### config.mk
export PLATFORM = sky130hd
export DESIGN_NAME = chip8_mem_arbiter
export DESIGN_NICKNAME = d
export VERILOG_FILES = /design/src/rtl/chip8_pkg.sv /design/src/rtl/chip8_rr_arbiter.sv /design/src/rtl/chip8_mem_arbiter.sv
export SDC_FILE = /design/constraint.sdc
export NUM_CORES = 1
export LEC_CHECK = 0
export ABC_AREA = 1
export BUFFER_PORTS_ARGS = -buffer_cell sky130_fd_sc_hd__buf_2
export CAP_MARGIN = 15
export CORE_MARGIN = 4
export CORE_UTILIZATION = 45
export CTS_BUF_LIST = sky130_fd_sc_hd__clkbuf_2
export CTS_CLUSTER_SIZE = 16
export DETAILED_ROUTE_END_ITERATION = 8
export GPL_ROUTABILITY_DRIVEN = 0
export PLACE_DENSITY = 0.8
export SYNTH_ARGS = -nofsm -noshare
export SYNTH_HDL_FRONTEND = slang
export SYNTH_SLANG_ARGS = --single-unit
### constraint.sdc
create_clock -name clk_in -period 4.1 [get_ports clk_in]
set_input_delay 0.82 -clock clk_in [delete_from_list [all_inputs] [get_ports clk_in]]
set_output_delay 0.82 -clock clk_in [all_outputs]
set_load 0.05 [all_outputs]
### src/rtl/chip8_pkg.sv
// Shared definitions for the CHIP-8 memory subsystem: unified address map,
// requester IDs and the memory-arbiter state encoding.
package chip8_pkg;

    localparam logic [12:0] RAM_BASE   = 13'h0000;
    localparam logic [12:0] VREG_BASE  = 13'h1000;
    localparam logic [12:0] IREG_HI    = 13'h1010;
    localparam logic [12:0] IREG_LO    = 13'h1011;
    localparam logic [12:0] DT         = 13'h1012;
    localparam logic [12:0] ST         = 13'h1013;
    localparam logic [12:0] PC_HI      = 13'h1014;
    localparam logic [12:0] PC_LO      = 13'h1015;
    localparam logic [12:0] SP         = 13'h1016;
    localparam logic [12:0] STACK_BASE = 13'h1020;

    localparam int REQ_DISP = 0;
    localparam int REQ_CPU  = 1;
    localparam int REQ_SPR  = 2;

    typedef enum logic {
        ST_ARB    = 1'b0,
        ST_LOCKED = 1'b1
    } arb_state_t;

endpackage

### src/rtl/chip8_rr_arbiter.sv
// Combinational round-robin pick: first eligible requester at or after rr_ptr,
// wrapping modulo NUM_REQ; next_ptr points one past the winner.
module chip8_rr_arbiter #(
    parameter int NUM_REQ = 3,
    parameter int PTR_W   = 2
) (
    input  logic [NUM_REQ-1:0] valid,
    input  logic [NUM_REQ-1:0] mask,
    input  logic [PTR_W-1:0]   rr_ptr,
    output logic [NUM_REQ-1:0] grant,
    output logic [PTR_W-1:0]   next_ptr
);

    logic [NUM_REQ-1:0] eligible;
    logic [PTR_W-1:0]   idx;
    logic               found;

    assign eligible = valid & mask;

    always_comb begin
        grant    = '0;
        next_ptr = rr_ptr;
        found    = 1'b0;
        idx      = '0;
        for (int k = 0; k < NUM_REQ; k++) begin
            idx = PTR_W'((int'(rr_ptr) + k) % NUM_REQ);
            if (!found && eligible[idx]) begin
                found      = 1'b1;
                grant[idx] = 1'b1;
                next_ptr   = PTR_W'((int'(idx) + 1) % NUM_REQ);
            end
        end
    end

endmodule

### src/rtl/chip8_mem_arbiter.sv
// Shares the single-port CHIP-8 memory BRAM between display, CPU and sprite drawer.
// Define CHIP8_ARB_LOCK_EN to let a requester hold the grant for atomic read-modify-write.
//
// state     | meaning
// ST_ARB    | round-robin among all valid requesters
// ST_LOCKED | only the lock owner may be granted; lock_cnt bounds the hold time
module chip8_mem_arbiter
    import chip8_pkg::*;
#(
    parameter int NUM_REQ    = 3,
    parameter int ADDR_W     = 13,
    parameter int DATA_W     = 8,
    parameter int RD_LATENCY = 2,
    parameter int LOCK_MAX   = 64
) (
    input  logic                             clk_in,
    input  logic                             rst_n_in,
    input  logic [NUM_REQ-1:0]               req_valid_in,
    input  logic [NUM_REQ-1:0]               req_we_in,
    input  logic [NUM_REQ-1:0][ADDR_W-1:0]   req_addr_in,
    input  logic [NUM_REQ-1:0][DATA_W-1:0]   req_data_in,
    input  logic [NUM_REQ-1:0]               req_lock_in,
    output logic [NUM_REQ-1:0]               req_ready_out,
    output logic [NUM_REQ-1:0]               rsp_valid_out,
    output logic [DATA_W-1:0]                rsp_data_out,
    output logic                             bram_en_out,
    output logic                             bram_we_out,
    output logic [ADDR_W-1:0]                bram_addr_out,
    output logic [DATA_W-1:0]                bram_data_out,
    input  logic [DATA_W-1:0]                bram_data_in,
    output logic                             error_out
);

    localparam int PTR_W = (NUM_REQ > 1) ? $clog2(NUM_REQ) : 1;
    localparam int DEPTH = 1 + RD_LATENCY;

    logic [PTR_W-1:0]            rr_ptr;
    logic [PTR_W-1:0]            next_ptr;
    logic [PTR_W-1:0]            g_idx;
    logic [NUM_REQ-1:0]          grant;
    logic [NUM_REQ-1:0]          mask;
    logic                        hs;
    logic [DEPTH-1:0]            tag_v;
    logic [DEPTH-1:0][PTR_W-1:0] tag_id;

`ifdef CHIP8_ARB_LOCK_EN
    localparam int CNT_W = (LOCK_MAX > 1) ? $clog2(LOCK_MAX) : 1;

    arb_state_t       state;
    logic [PTR_W-1:0] owner;
    logic [CNT_W-1:0] lock_cnt;
    logic             error_q;

    always_comb begin
        mask = '1;
        if (state == ST_LOCKED) begin
            mask        = '0;
            mask[owner] = 1'b1;
        end
    end

    always_ff @(posedge clk_in or negedge rst_n_in) begin
        if (!rst_n_in) begin
            state    <= ST_ARB;
            owner    <= '0;
            lock_cnt <= '0;
            error_q  <= 1'b0;
        end else begin
            case (state)
                ST_ARB: begin
                    if (hs && req_lock_in[g_idx]) begin
                        state    <= ST_LOCKED;
                        owner    <= g_idx;
                        lock_cnt <= '0;
                    end
                end
                ST_LOCKED: begin
                    lock_cnt <= lock_cnt + 1'b1;
                    if (lock_cnt == CNT_W'(LOCK_MAX - 1)) begin
                        state   <= ST_ARB;
                        error_q <= 1'b1;
                    end else if (!req_lock_in[owner] && (hs || !req_valid_in[owner])) begin
                        state <= ST_ARB;
                    end
                end
                default: state <= ST_ARB;
            endcase
        end
    end

    assign error_out = error_q;
`else
    logic unused_lock;

    assign unused_lock = (^req_lock_in) ^ (LOCK_MAX == 0);
    assign mask        = '1;
    assign error_out   = 1'b0;
`endif

    chip8_rr_arbiter #(
        .NUM_REQ (NUM_REQ),
        .PTR_W   (PTR_W)
    ) u_rr (
        .valid    (req_valid_in),
        .mask     (mask),
        .rr_ptr   (rr_ptr),
        .grant    (grant),
        .next_ptr (next_ptr)
    );

    // Ready is combinational, so hold it low while reset is asserted.
    assign req_ready_out = grant & {NUM_REQ{rst_n_in}};
    assign hs            = |req_ready_out;

    always_comb begin
        g_idx = '0;
        for (int i = 0; i < NUM_REQ; i++) begin
            if (grant[i]) g_idx = PTR_W'(i);
        end
    end

    // While locked, rr_ptr already sits one past the owner, so release needs no extra update.
    always_ff @(posedge clk_in or negedge rst_n_in) begin
        if (!rst_n_in) begin
            rr_ptr        <= '0;
            bram_en_out   <= 1'b0;
            bram_we_out   <= 1'b0;
            bram_addr_out <= '0;
            bram_data_out <= '0;
            tag_v         <= '0;
            tag_id        <= '0;
        end else begin
            rr_ptr        <= next_ptr;
            bram_en_out   <= hs;
            bram_we_out   <= hs & req_we_in[g_idx];
            bram_addr_out <= hs ? req_addr_in[g_idx] : '0;
            bram_data_out <= hs ? req_data_in[g_idx] : '0;
            tag_v         <= {tag_v[DEPTH-2:0], hs & ~req_we_in[g_idx]};
            tag_id        <= {tag_id[DEPTH-2:0], g_idx};
        end
    end

    always_comb begin
        rsp_valid_out = '0;
        rsp_data_out  = '0;
        if (tag_v[DEPTH-1]) begin
            rsp_valid_out[tag_id[DEPTH-1]] = 1'b1;
            rsp_data_out                   = bram_data_in;
        end
    end

endmodule

Yosys cells after proc, flatten, opt, wreduce, memory -nomap -nowiden
Cells that the tools add are included.
Widths: inputs -> output; s select.

cells by class
  $add $sub $neg = 5
  muxes and demuxes = 34
  $lt $le $gt $ge = 9
  div/mod/pow operators = 6
  reductions and logical operators = 10
  bitwise gates (word level) = 6

operator list
  kind                   number
  $mod 32x3->32 const B  5
  $mod 3x3->32 const B   1
  $bmux 13 s2            1
  $mux 13                2
  $mux 8                 3
  $bmux 8 s2             1
  $lt 2x3->1 const B     5
  $add 2x1->3 const B    4
  $mux 3                 4
  $mux 1                 11
  $bmux 1 s2             4
  $demux 1 s2            4
  $ge 2x1->1 const B     4
  $mux 2                 4
  $logic_and 1x1->1      6
  $or 3x3->3             2
  $add 2x2->3 const B    1
  $and 3x3->3            1
  $reduce_bool 3->1      1
  $reduce_or 3->1        1
  $and 1x1->1            2
  $logic_not 1->1        2
  $not 1->1              1

word-level totals
  output and inout port bits = 38
  word-level logic and storage cells = 79
  register bits after elaboration = 34
  input bits = 82

Logic depth before layout (Yosys ltp)
Gate-level depths: netlist of the first run.

  word-level depth = 16
  gate-level depth with buffers = 17
  mapped depth without buffers = 16

Cells and area by module
A second synthesis of the first run with hierarchy kept.

unflattened totals
  cell total of the unflattened synthesis = 295
  area, all modules = 2011.9 um^2

by module, submodules not included
  module             sequential area each (um^2)  times used  area each (um^2)  cells each
  chip8_mem_arbiter  850.8                        1           1700.4            235
  chip8_rr_arbiter   0.0                          1           311.5             60

Least setup slack after synthesis of the first run
Ideal clock, no wire load.

  path type = input port to output port
  start = input port req_valid_in[2]
  end = output port req_ready_out[1]
  path slack = 1451 ps
  data arrival time = 1829 ps
  data required time = 3280 ps
  stages = 10
  buffers on the path = 0
  cell sequence = inv_1 o21ai_2 nand2_4 inv_1 nand2_1 nand2_1 inv_2 nand2_2 nand2_2 inv_1

on the way
  longest elaborated chain between the ends = 10
  elaborated cells on any way between the ends = 18
  those cells by class = mux (11); bitwise (3); reduce/logical (4)

ends and longest elaborated chain
  item                          RTL line                  source
  from (decl)                   chip8_mem_arbiter.sv:18   input logic [NUM_REQ-1:0] req_valid_in,
  $bmux 1 s2                    chip8_rr_arbiter.sv:27    if (!found && eligible[idx]) begin
  $mux 1 (not written as such)  chip8_rr_arbiter.sv:27
  $mux 1                        chip8_rr_arbiter.sv:27
  $logic_not 1->1               chip8_rr_arbiter.sv:27
  $logic_and 1x1->1             chip8_rr_arbiter.sv:27
  $mux 1                        chip8_rr_arbiter.sv:27
  $logic_not 1->1               chip8_rr_arbiter.sv:27
  $logic_and 1x1->1             chip8_rr_arbiter.sv:27
  $mux 3 (*)                    chip8_rr_arbiter.sv:27
  $and 3x3->3 (*)               chip8_mem_arbiter.sv:112  assign req_ready_out = grant & {NUM_REQ{rst_n_in}};
  to (decl)                     chip8_mem_arbiter.sv:23   output logic [NUM_REQ-1:0] req_ready_out,

Mark *: on every way between the ends. The rest lies on a longest branch, timed or not. The select of a mux whose other input is x is not followed.

Final worst setup path of the first run
  start = register rr_ptr[0]
  end = output port req_ready_out[2]

on the way
  longest elaborated chain between the ends = 11
  elaborated cells on any way between the ends = 38
  those cells by class = add/sub (2); div (3); order compare (6); mux (17); bitwise (3); reduce/logical (7)

ends and longest elaborated chain
  item                                                                     RTL line                  source
  from (decl)                                                              chip8_mem_arbiter.sv:37   logic [PTR_W-1:0] rr_ptr;
  from (signal assigned)                                                   chip8_mem_arbiter.sv:133  rr_ptr <= next_ptr;
  $add 2x1->3 / $mod 3x3->32 (equally long branches)                       chip8_rr_arbiter.sv:26    idx = PTR_W'((int'(rr_ptr) + k) % NUM_REQ);
  $mod 32x3->32, or another cell as far along                              chip8_rr_arbiter.sv:26
  $lt 2x3->1 (not written as such), or another cell as far along           chip8_rr_arbiter.sv:29    grant[idx] = 1'b1;
  $logic_and 1x1->1 (not written as such), or another cell as far along    chip8_rr_arbiter.sv:29
  $mux 1 (not written as such), or another cell as far along               chip8_rr_arbiter.sv:29
  $demux 1 s2, or another cell as far along                                -
  $or 3x3->3 (no source line) / $mux 1 (equally long branches)             -
  $mux 3 / $logic_not 1->1 (equally long branches)                         chip8_rr_arbiter.sv:27
  $or 3x3->3 (no source line) / $logic_and 1x1->1 (equally long branches)  -
  $mux 3 (*)                                                               chip8_rr_arbiter.sv:27
  $and 3x3->3 (*)                                                          chip8_mem_arbiter.sv:112

Marks and branches as above.

==> flow_metrics.tcl, run 1 <==
set metrics [dict create \
    grt_pass1_vias 2279 \
    slew_headroom 0.608 \
    portBuffers 115 \
    worst-path-max-fanout 25 \
    power.density_nw_per_um2 903 \
    routed_wirelength_um 6180 \
    wl_per_cell_um 11.7 \
    report.final.slew_viol_count 0 \
    timing_worst_setup_path_type "register to output pin" \
    cp.arrival_ns 2.82 \
    cts_buffers 5 \
    fin_skew_ns 0.00863 \
    finalHoldViolations 0 \
    finalCriticalPeriod_ns 3.64 \
    drive_gt1_frac 0.318 \
    n_antenna_cell 0 \
    syn_avg_cell_area_um2 6.52 \
    finalCritPeriodShare 0.887 \
    synth-seq-area-share 0.374 \
    placed_cells 521 \
    root_buffer "clkbuf_2" \
    grt_use_total 0.200 \
    drtIter0Drc 117 \
    max_slew.worst_pin.slew_ns 0.588 \
    vias 2477 \
    antenna_found_initial 0 \
    rsz0062_at_grt "false" \
    finalSetupTns_ns 0 \
    cts_num_sinks 34 \
    grt_overflow_total 0 \
    yosysWarnings 0 \
    htree_levels 2 \
    synth.distinct_cells 24 \
    routed_via_density 4.68 \
    die_x_um 79.1 \
    area.growth.synth_to_final_pct 30.4 \
    ir_drop_mv 0.516 \
    p_leak_nw 2.13 \
    worstSkewPairLatency_ns 0.36 \
    nets 548 \
    synthArstFlopShare 1.00 \
    clockBufferDepth 2 \
    grt_max_degree 35 \
    seqPwrFrac 0.187 \
    synth_edf_count 0 \
    nFillCells 465 \
    hold_path_class "register to register" \
    cap_violations 0 \
    sw_frac_of_total 0.569 \
    dp_hpwl_um 4560 \
    syn_nets 436 \
    stdcell_count 529 \
    synthCells 349 \
    synth_seq_cells 34 \
    cts-hold-fix-buffers 0 \
    layout_commonest_cell "nand2_1" \
    final_cell_mix "nand2_1 (124), buf_2 (115), inv_1 (85)" \
    drc 0 \
    startpoint_type "register" \
    setup_viol 0 \
    die_h_um 79.1 \
    pin_count 120 \
    cp-end-kind "output pin" \
    coreArea_um2 4820 \
    fmax_mhz 275 \
    postCtsResizedCells 0 \
    synth.cell_area_um2 2280 \
    clkTransAtPathRegs_ns 0.19 \
    first_pass_iters 4 \
    num_rows 25 \
    share_comb_of_total_power 0.708 \
    postCtsSetupRepairBufs 0 \
    initial_core_util 0.472 \
    critPathRequiredTime_ns 3.28 \
    die-area_um2 6260 \
    grt_pass1_wl_um 9930 \
    p_sw_w 0.00152 \
    power_frac_clock 0.106 \
    ant_nets 0 \
    cts_tree "yes" \
    status "complete, no violations" \
    intPower_w 0.00115 \
    ys.flop_type "dfrtp_1" \
]
==> cell families after synthesis <==
logic type / Yosys count / share of synthesized area
AND/OR/NAND/NOR: 196 / 0.386
buffers and inverters: 106 / 0.193
flip-flops: 34 / 0.374
AO/OA/AOI/OAI: 7 / 0.0176
adder cells (fa/ha/maj): 5 / 0.0275
other: 1 / 0.00165
==> layer usage <==
metal,GRT usage,share of wire,up-vias
met5,0,0,-
met4,0.0515,0.0060,0
met3,0.0567,0.11,6
met2,0.365,0.50,132
met1,0.229,0.39,1101
li1,-,-,1238
==> state kept, by name, summed over array words and instances, names as in the netlist <==
name           cells
bram_addr_out     13
bram_data_out      8
tag_id             6
tag_v              3
rr_ptr             2
bram_en_out        1
bram_we_out        1
==> metrics by stage <==
stage	instance area [µm²]	utilization	hold WS [ns]	total power, W	setup slack (ns)
2_1_floorplan	2280	-	0.331	0.00205	1.45
4_1_cts	2970	0.616	0.375	0.00270	0.418
3_3_place_gp	2870	0.597	0.334	0.00235	0.807
5_1_grt	2970	0.616	0.378	0.00295	0.159
3_5_place_dp	2870	0.597	0.336	0.00241	0.759
6_report	2970	0.616	0.368	0.00268	0.464
==> path summary, 6_finish.rpt <==
| path | from | endpoint | slack, ns | depth (start not counted) |
|---|---|---|---|---|
| max | rr_ptr[0] | req_ready_out[2] | 0.46 | 11 |
| min | tag_v[0] | tag_v[1] | 0.37 | 0 |
| max reg2reg | rr_ptr[0] | bram_addr_out[3] | 1.32 | 12 |
| min reg2reg | tag_v[0] | tag_v[1] | 0.37 | 0 |
| max in group asynchronous | rst_n_in | bram_addr_out[3] | 3.24 | 2 |
| min in group asynchronous | rst_n_in | tag_id[0] | 0.56 | 2 |
==> synthesized netlist by cell type, types with 4 or more instances <==
library cell	n	area (µm²)
buf_2	6	30.0
buf_4	5	37.5
dfrtp_1	34	851
ha_1	5	62.6
inv_1	85	319
inv_2	7	26.3
nand2_1	124	465
nand2_2	5	31.3
nand3_1	54	270
nor2_1	5	18.8
o21ai_0	4	20.0
==> power groups by stage <==
stage	Clock (W)	Combinational (W)	Sequential (W)
after global routing	0.000306	0.00213	0.000513
after CTS	0.000293	0.00190	0.000500
final	0.000283	0.00190	0.000500
after floorplan	0	0.00132	0.000733
after detailed placement	0	0.00190	0.000507
after global placement	0	0.00185	0.000502
==> worst max-delay path, stage by stage, from the launching register on <==
cell,delay [ns]
dfrtp_1,0.41
inv_1,0.08
ha_1,0.40
o21ai_0,0.23
nand2_2,0.11
nand2_2,0.11
nor2_4,0.05
inv_2,0.05
nand3_2,0.44
nand2_2,0.29
inv_1,0.07
buf_2,0.21
==> cell type report <==
class | instances | area [µm²] | share of cell area
clock inverter | 3 | 68.8 | 0.0232
sequential | 34 | 851 | 0.287
clock buffer | 5 | 25.0 | 0.00843
multi-input combinational | 209 | 988 | 0.333
tap | 67 | 83.8 | 0.0282
inverter | 92 | 345 | 0.116
timing repair buffer | 119 | 606 | 0.204
No activity file was read; power rests on OpenSTA's default activity.
==> run 2: changes to the inputs <==
--- a/config.mk
+++ b/config.mk
@@ -14,6 +14,7 @@
 export CTS_CLUSTER_SIZE = 16
 export DETAILED_ROUTE_END_ITERATION = 8
 export GPL_ROUTABILITY_DRIVEN = 0
+export MAX_ROUTING_LAYER = met4
 export PLACE_DENSITY = 0.8
 export SYNTH_ARGS = -nofsm -noshare
 export SYNTH_HDL_FRONTEND = slang
==> run 2 against run 1 <==
Design area unchanged. Fmax about the same. Routed wire length is 0.16% higher. Flip-flop and latch count unchanged. Setup slack improved by 0.0025 ns. Register-to-register slack barely moved. Sequential power about the same. Hold slack about the same. Sequential share of layout area did not move. Power barely moved. Utilization stayed put. Non-clock buffer count unchanged.
==> flow_metrics.tcl, run 2 (synthesized netlist as in run 1, its figures left out) <==
set metrics [dict create \
    status "complete, no violations" \
    setup_viol 0 \
    cts_tree "yes" \
    postCtsResizedCells 0 \
    finalHoldViolations 0 \
    postCtsSetupRepairBufs 0 \
    fin_util 0.616 \
    critical-path-top-delay-family "simple AND/OR/NAND/NOR gates" \
    top_regs "bram_addr_out x13, bram_data_out x8, tag_id x6" \
    first_pass_iters 4 \
    fmax_mhz 275 \
    grt_overflow_total 0 \
    share_comb_of_total_power 0.708 \
    final_cell_area_um2 2970 \
    crit_buf_inv 4 \
    ir_drop_mv 0.517 \
    grt_max_degree 35 \
    power_frac_clock 0.106 \
    power.density_nw_per_um2 903 \
    slowest_stage "nand3_2" \
    path_cells "inv_1, ha_1, o21ai_0, nand2_2, nand2_2, nor2_4, inv_2, nand3_2, nand2_2, inv_1, buf_2" \
    drtIter0Drc 111 \
    cts_buffers 5 \
    area.growth.synth_to_final_pct 30.4 \
    dp_hpwl_um 4560 \
    sw_frac_of_total 0.569 \
    cp.arrival_ns 2.81 \
    htree_levels 2 \
    critPathRequiredTime_ns 3.28 \
    wl_per_cell_um 11.7 \
    worstSkewPairLatency_ns 0.36 \
    fin_skew_ns 0.00801 \
    cp-end-kind "output pin" \
    finalCritPeriodShare 0.886 \
    pin_count 120 \
    drc 0 \
    nets 548 \
    post_dp_cell_area_um2 2870 \
    critPathMaxStageDelay_ns 0.44 \
    grt_use_total 0.206 \
    report.final.slew_viol_count 0 \
    hold_path_class "register to register" \
    routed_via_density 4.67 \
    largest_reg_flops 13 \
    whs_ns 0.369 \
    ant_nets 0 \
    cts_num_sinks 34 \
    cap_violations 0 \
    timing_worst_setup_path_type "register to output pin" \
    clockBufferDepth 2 \
    die_x_um 79.1 \
    seqPwrFrac 0.186 \
    coreArea_um2 4820 \
    clkTransAtPathRegs_ns 0.19 \
    die-area_um2 6260 \
    drive_gt1_frac 0.318 \
    finalSetupTns_ns 0 \
    cts-hold-fix-buffers 0 \
    final_cell_mix "nand2_1 (124), buf_2 (115), inv_1 (85)" \
    startpoint_type "register" \
    die_h_um 79.1 \
    portBuffers 115 \
    top_register "bram_addr_out" \
    stdcell_count 529 \
    max_slew.worst_pin.slew_ns 0.586 \
    slew_headroom 0.609 \
    routed_wirelength_um 6190 \
    placed_cells 521 \
    root_buffer "clkbuf_2" \
    num_rows 25 \
    cpMostUsedCell "nand2_2" \
    n_antenna_cell 0 \
    layout_commonest_cell "nand2_1" \
    intPower_w 0.00115 \
    rsz0062_at_grt "false" \
    worst-path-max-fanout 25 \
    antenna_found_initial 0 \
    grt_pass1_wl_um 9940 \
    p_sw_w 0.00153 \
    initial_core_util 0.472 \
    grt_pass1_vias 2276 \
    vias 2469 \
    finalCriticalPeriod_ns 3.63 \
    p_leak_nw 2.13 \
]
## run 2: final timing paths
| check | from | to | slack [ns] | cells after the start |
|---|---|---|---|---|
| setup / recovery | rr_ptr[0] | req_ready_out[2] | 0.47 | 11 |
| hold / removal | tag_v[0] | tag_v[1] | 0.37 | 0 |
| setup reg to reg | rr_ptr[0] | bram_addr_out[3] | 1.32 | 12 |
| hold reg to reg | tag_v[0] | tag_v[1] | 0.37 | 0 |
| max in group asynchronous | rst_n_in | bram_addr_out[3] | 3.24 | 2 |
| min in group asynchronous | rst_n_in | tag_id[0] | 0.56 | 2 |
## run 2: layout make-up
cell class | count | area [µm²]
clock buffer | 5 | 25.0
clock inverter | 3 | 68.8
fill | 465 | 1850
inverter | 92 | 345
multi-input combinational | 209 | 988
sequential | 34 | 851
tap | 67 | 83.8
timing repair buffer | 119 | 606
## run 2: metrics by stage
stage	setup slack (ns)	total power, W
after CTS	0.418	0.00270
after global placement	0.807	0.00235
after floorplan	1.45	0.00205
after detailed placement	0.759	0.00241
final	0.467	0.00268
after global routing	0.159	0.00295
## run 2: per-layer routing
layer	up-vias	GRT usage	wire length, µm
met2	128	0.364	3070
met1	1094	0.236	2440
met5	-	-	0
met3	10	0.0476	636
met4	0	0.0515	44
li1	1237	-	-
## run 2: worst reg2reg max path: stages, from the launching register on
cell	delay (ns)
dfrtp_1	0.41
inv_1	0.08
ha_1	0.40
o21ai_0	0.23
nand2_2	0.11
nand2_2	0.12
nor2_4	0.05
inv_2	0.05
nand3_2	0.44
nand2_2	0.29
nand3_4	0.29
nand2_1	0.19
inv_1	0.05
## run 2: power groups by stage
stage | Sequential, W | Combinational [W] | Clock [W]
floorplan | 0.000733 | 0.00132 | 0
global placement | 0.000502 | 0.00185 | 0
detailed placement | 0.000507 | 0.00190 | 0
CTS | 0.000500 | 0.00190 | 0.000293
global route | 0.000513 | 0.00213 | 0.000307
finish | 0.000500 | 0.00190 | 0.000283
==> run 3: changes to the inputs <==
--- a/config.mk
+++ b/config.mk
@@ -16,6 +16,7 @@
 export GPL_ROUTABILITY_DRIVEN = 0
 export MAX_ROUTING_LAYER = met4
 export PLACE_DENSITY = 0.8
+export RECOVER_POWER = 25
 export SYNTH_ARGS = -nofsm -noshare
 export SYNTH_HDL_FRONTEND = slang
 export SYNTH_SLANG_ARGS = --single-unit
==> run 3 against run 2 <==
The flow now finishes with violations (capacitance limit, slew limit). Register-to-register slack hardly changed. Routed wire length is 0.11% higher. Die area stayed put. Clock skew hardly changed. Critical path type unchanged. Critical endpoint unchanged. Highest routed layer unchanged.
==> flow_metrics.tcl, run 3 (synthesized netlist as in run 1, its figures left out) <==
set metrics [dict create \
    cap_violations 1 \
    ir_drop_mv 0.519 \
    die_x_um 79.1 \
    cp.arrival_ns 2.83 \
    portBuffers 115 \
    pre_cts_ws_ns 0.759 \
    grt_overflow_total 0 \
    vias 2485 \
    cts_buffers 5 \
    whs_endpoint "tag_v[1]" \
    crit_buf_inv 4 \
    hold_path_class "register to register" \
    cp-end-kind "output pin" \
    finalHoldViolations 0 \
    wl_per_cell_um 11.7 \
    grt_max_degree 35 \
    startpoint_type "register" \
    timing_worst_setup_path_type "register to output pin" \
    coreArea_um2 4820 \
    ant_nets 0 \
    layout_setup_ws_ns 0.455 \
    finalSetupTns_ns 0 \
    postCtsResizedCells 0 \
    max_slew.worst_pin.slew_ns 1.79 \
    critPathRequiredTime_ns 3.28 \
    drive_gt1_frac 0.314 \
    critPathMaxStageDelay_ns 0.44 \
    dp_hpwl_um 4560 \
    worstSkewPairLatency_ns 0.36 \
    num_rows 25 \
    clkTransAtPathRegs_ns 0.19 \
    r2r_cells 12 \
    area.growth.synth_to_final_pct 30.2 \
    htree_levels 2 \
    violations "capacitance limit, slew limit" \
    top_register "bram_addr_out" \
    power.density_nw_per_um2 905 \
    critical-path-top-delay-family "simple AND/OR/NAND/NOR gates" \
    largest_reg_flops 13 \
    postCtsSetupRepairBufs 0 \
    pin_count 120 \
    cts_num_sinks 34 \
    initial_core_util 0.472 \
    grt_pass1_wl_um 9940 \
    worstHoldPathCells 0 \
    seq_area_um2 851 \
    grt_use_total 0.206 \
    cts-hold-fix-buffers 0 \
    drc 0 \
    die_h_um 79.1 \
    layout_commonest_cell "nand2_1" \
    crit-reg2reg-launch "rr_ptr[0]" \
    root_buffer "clkbuf_2" \
    fmax_mhz 274 \
    min_from "tag_v[0]" \
    n_antenna_cell 0 \
    cpMostUsedCell "nand2_2" \
    routed_wirelength_um 6200 \
    cts_tree "yes" \
    fin_skew_ns 0.00822 \
    multi_input_area_um2 988 \
    worst-path-max-fanout 25 \
    finalCritPeriodShare 0.889 \
    grt_pass1_vias 2276 \
    p_leak_nw 2.12 \
    status "complete, but fails checks" \
    report.final.slew_viol_count 35 \
    routed_via_density 4.70 \
    drtIter0Drc 111 \
    die-area_um2 6260 \
    rrSetupSlack_ns 1.31 \
    finalCriticalPeriod_ns 3.65 \
    clockBufferDepth 2 \
    first_pass_iters 4 \
    setup_viol 0 \
    nFillCells 464 \
    top_regs "bram_addr_out x13, bram_data_out x8, tag_id x6" \
    final_cell_mix "nand2_1 (124), buf_2 (114), inv_1 (85)" \
    slowest_stage "nand3_2" \
    path_cells "inv_1, ha_1, o21ai_0, nand2_2, nand2_2, nor2_4, inv_2, nand3_2, nand2_2, inv_1, buf_2" \
    rsz0062_at_grt "false" \
    antenna_found_initial 0 \
    r2r-end "bram_addr_out[3]" \
    slew_headroom -0.196 \
    nets 548 \
]
-- run 3: layout make-up --
| cell class | instances | share of cell area |
|---|---|---|
| multi-input cells | 209 | 0.334 |
| flip-flops and latches | 34 | 0.287 |
| repair buffers | 119 | 0.203 |
| inverters | 92 | 0.117 |
| well taps | 67 | 0.0283 |
| clock inverters | 3 | 0.0232 |
| clock buffers | 5 | 0.00845 |
-- run 3: per-stage QoR --
step,std cells,hold WS (ns),utilization,total power [W],instance area [µm²]
after floorplan,349,0.331,-,0.00205,2280
after global placement,521,0.334,0.597,0.00235,2870
after detailed placement,521,0.336,0.597,0.00241,2870
after CTS,529,0.375,0.616,0.00270,2970
after global routing,529,0.385,0.615,0.00295,2960
final,529,0.368,0.615,0.00268,2960
-- run 3: worst register-to-register path: stages (launching register included) --
cell,delay [ns]
dfrtp_1,0.41
inv_1,0.08
ha_1,0.40
o21ai_0,0.23
nand2_2,0.11
nand2_2,0.11
nor2_4,0.05
inv_2,0.05
nand3_2,0.44
nand2_2,0.29
nand3_4,0.29
nand2_1,0.19
inv_1,0.05
-- run 3: how the worst max path moves through the flow --
stage,cells past startpoint,slack [ns],endpoint,start
2_1_floorplan,10,1.45,req_ready_out[1],req_valid_in[2]
3_3_place_gp,11,0.81,req_ready_out[2],req_valid_in[2]
3_5_place_dp,11,0.76,req_ready_out[2],req_valid_in[2]
4_1_cts,11,0.42,req_ready_out[2],rr_ptr[0]
5_1_grt,11,0.16,req_ready_out[2],rr_ptr[0]
6_report,11,0.45,req_ready_out[2],rr_ptr[0]
-- run 3: metal layers --
metal / vias up / global-route usage / routed length, µm
met5: - / - / 0
met2: 134 / 0.364 / 3060
li1: 1239 / - / -
met1: 1102 / 0.236 / 2470
met3: 10 / 0.0476 / 623
met4: 0 / 0.0515 / 45
-- run 3: report_power, final --
group          switching (W)  internal [W]  leakage (nW)
Clock               0.000118      0.000166        0.0532
Sequential         0.0000415      0.000458         0.448
Combinational        0.00137      0.000530          1.62
Total                0.00153       0.00115          2.12
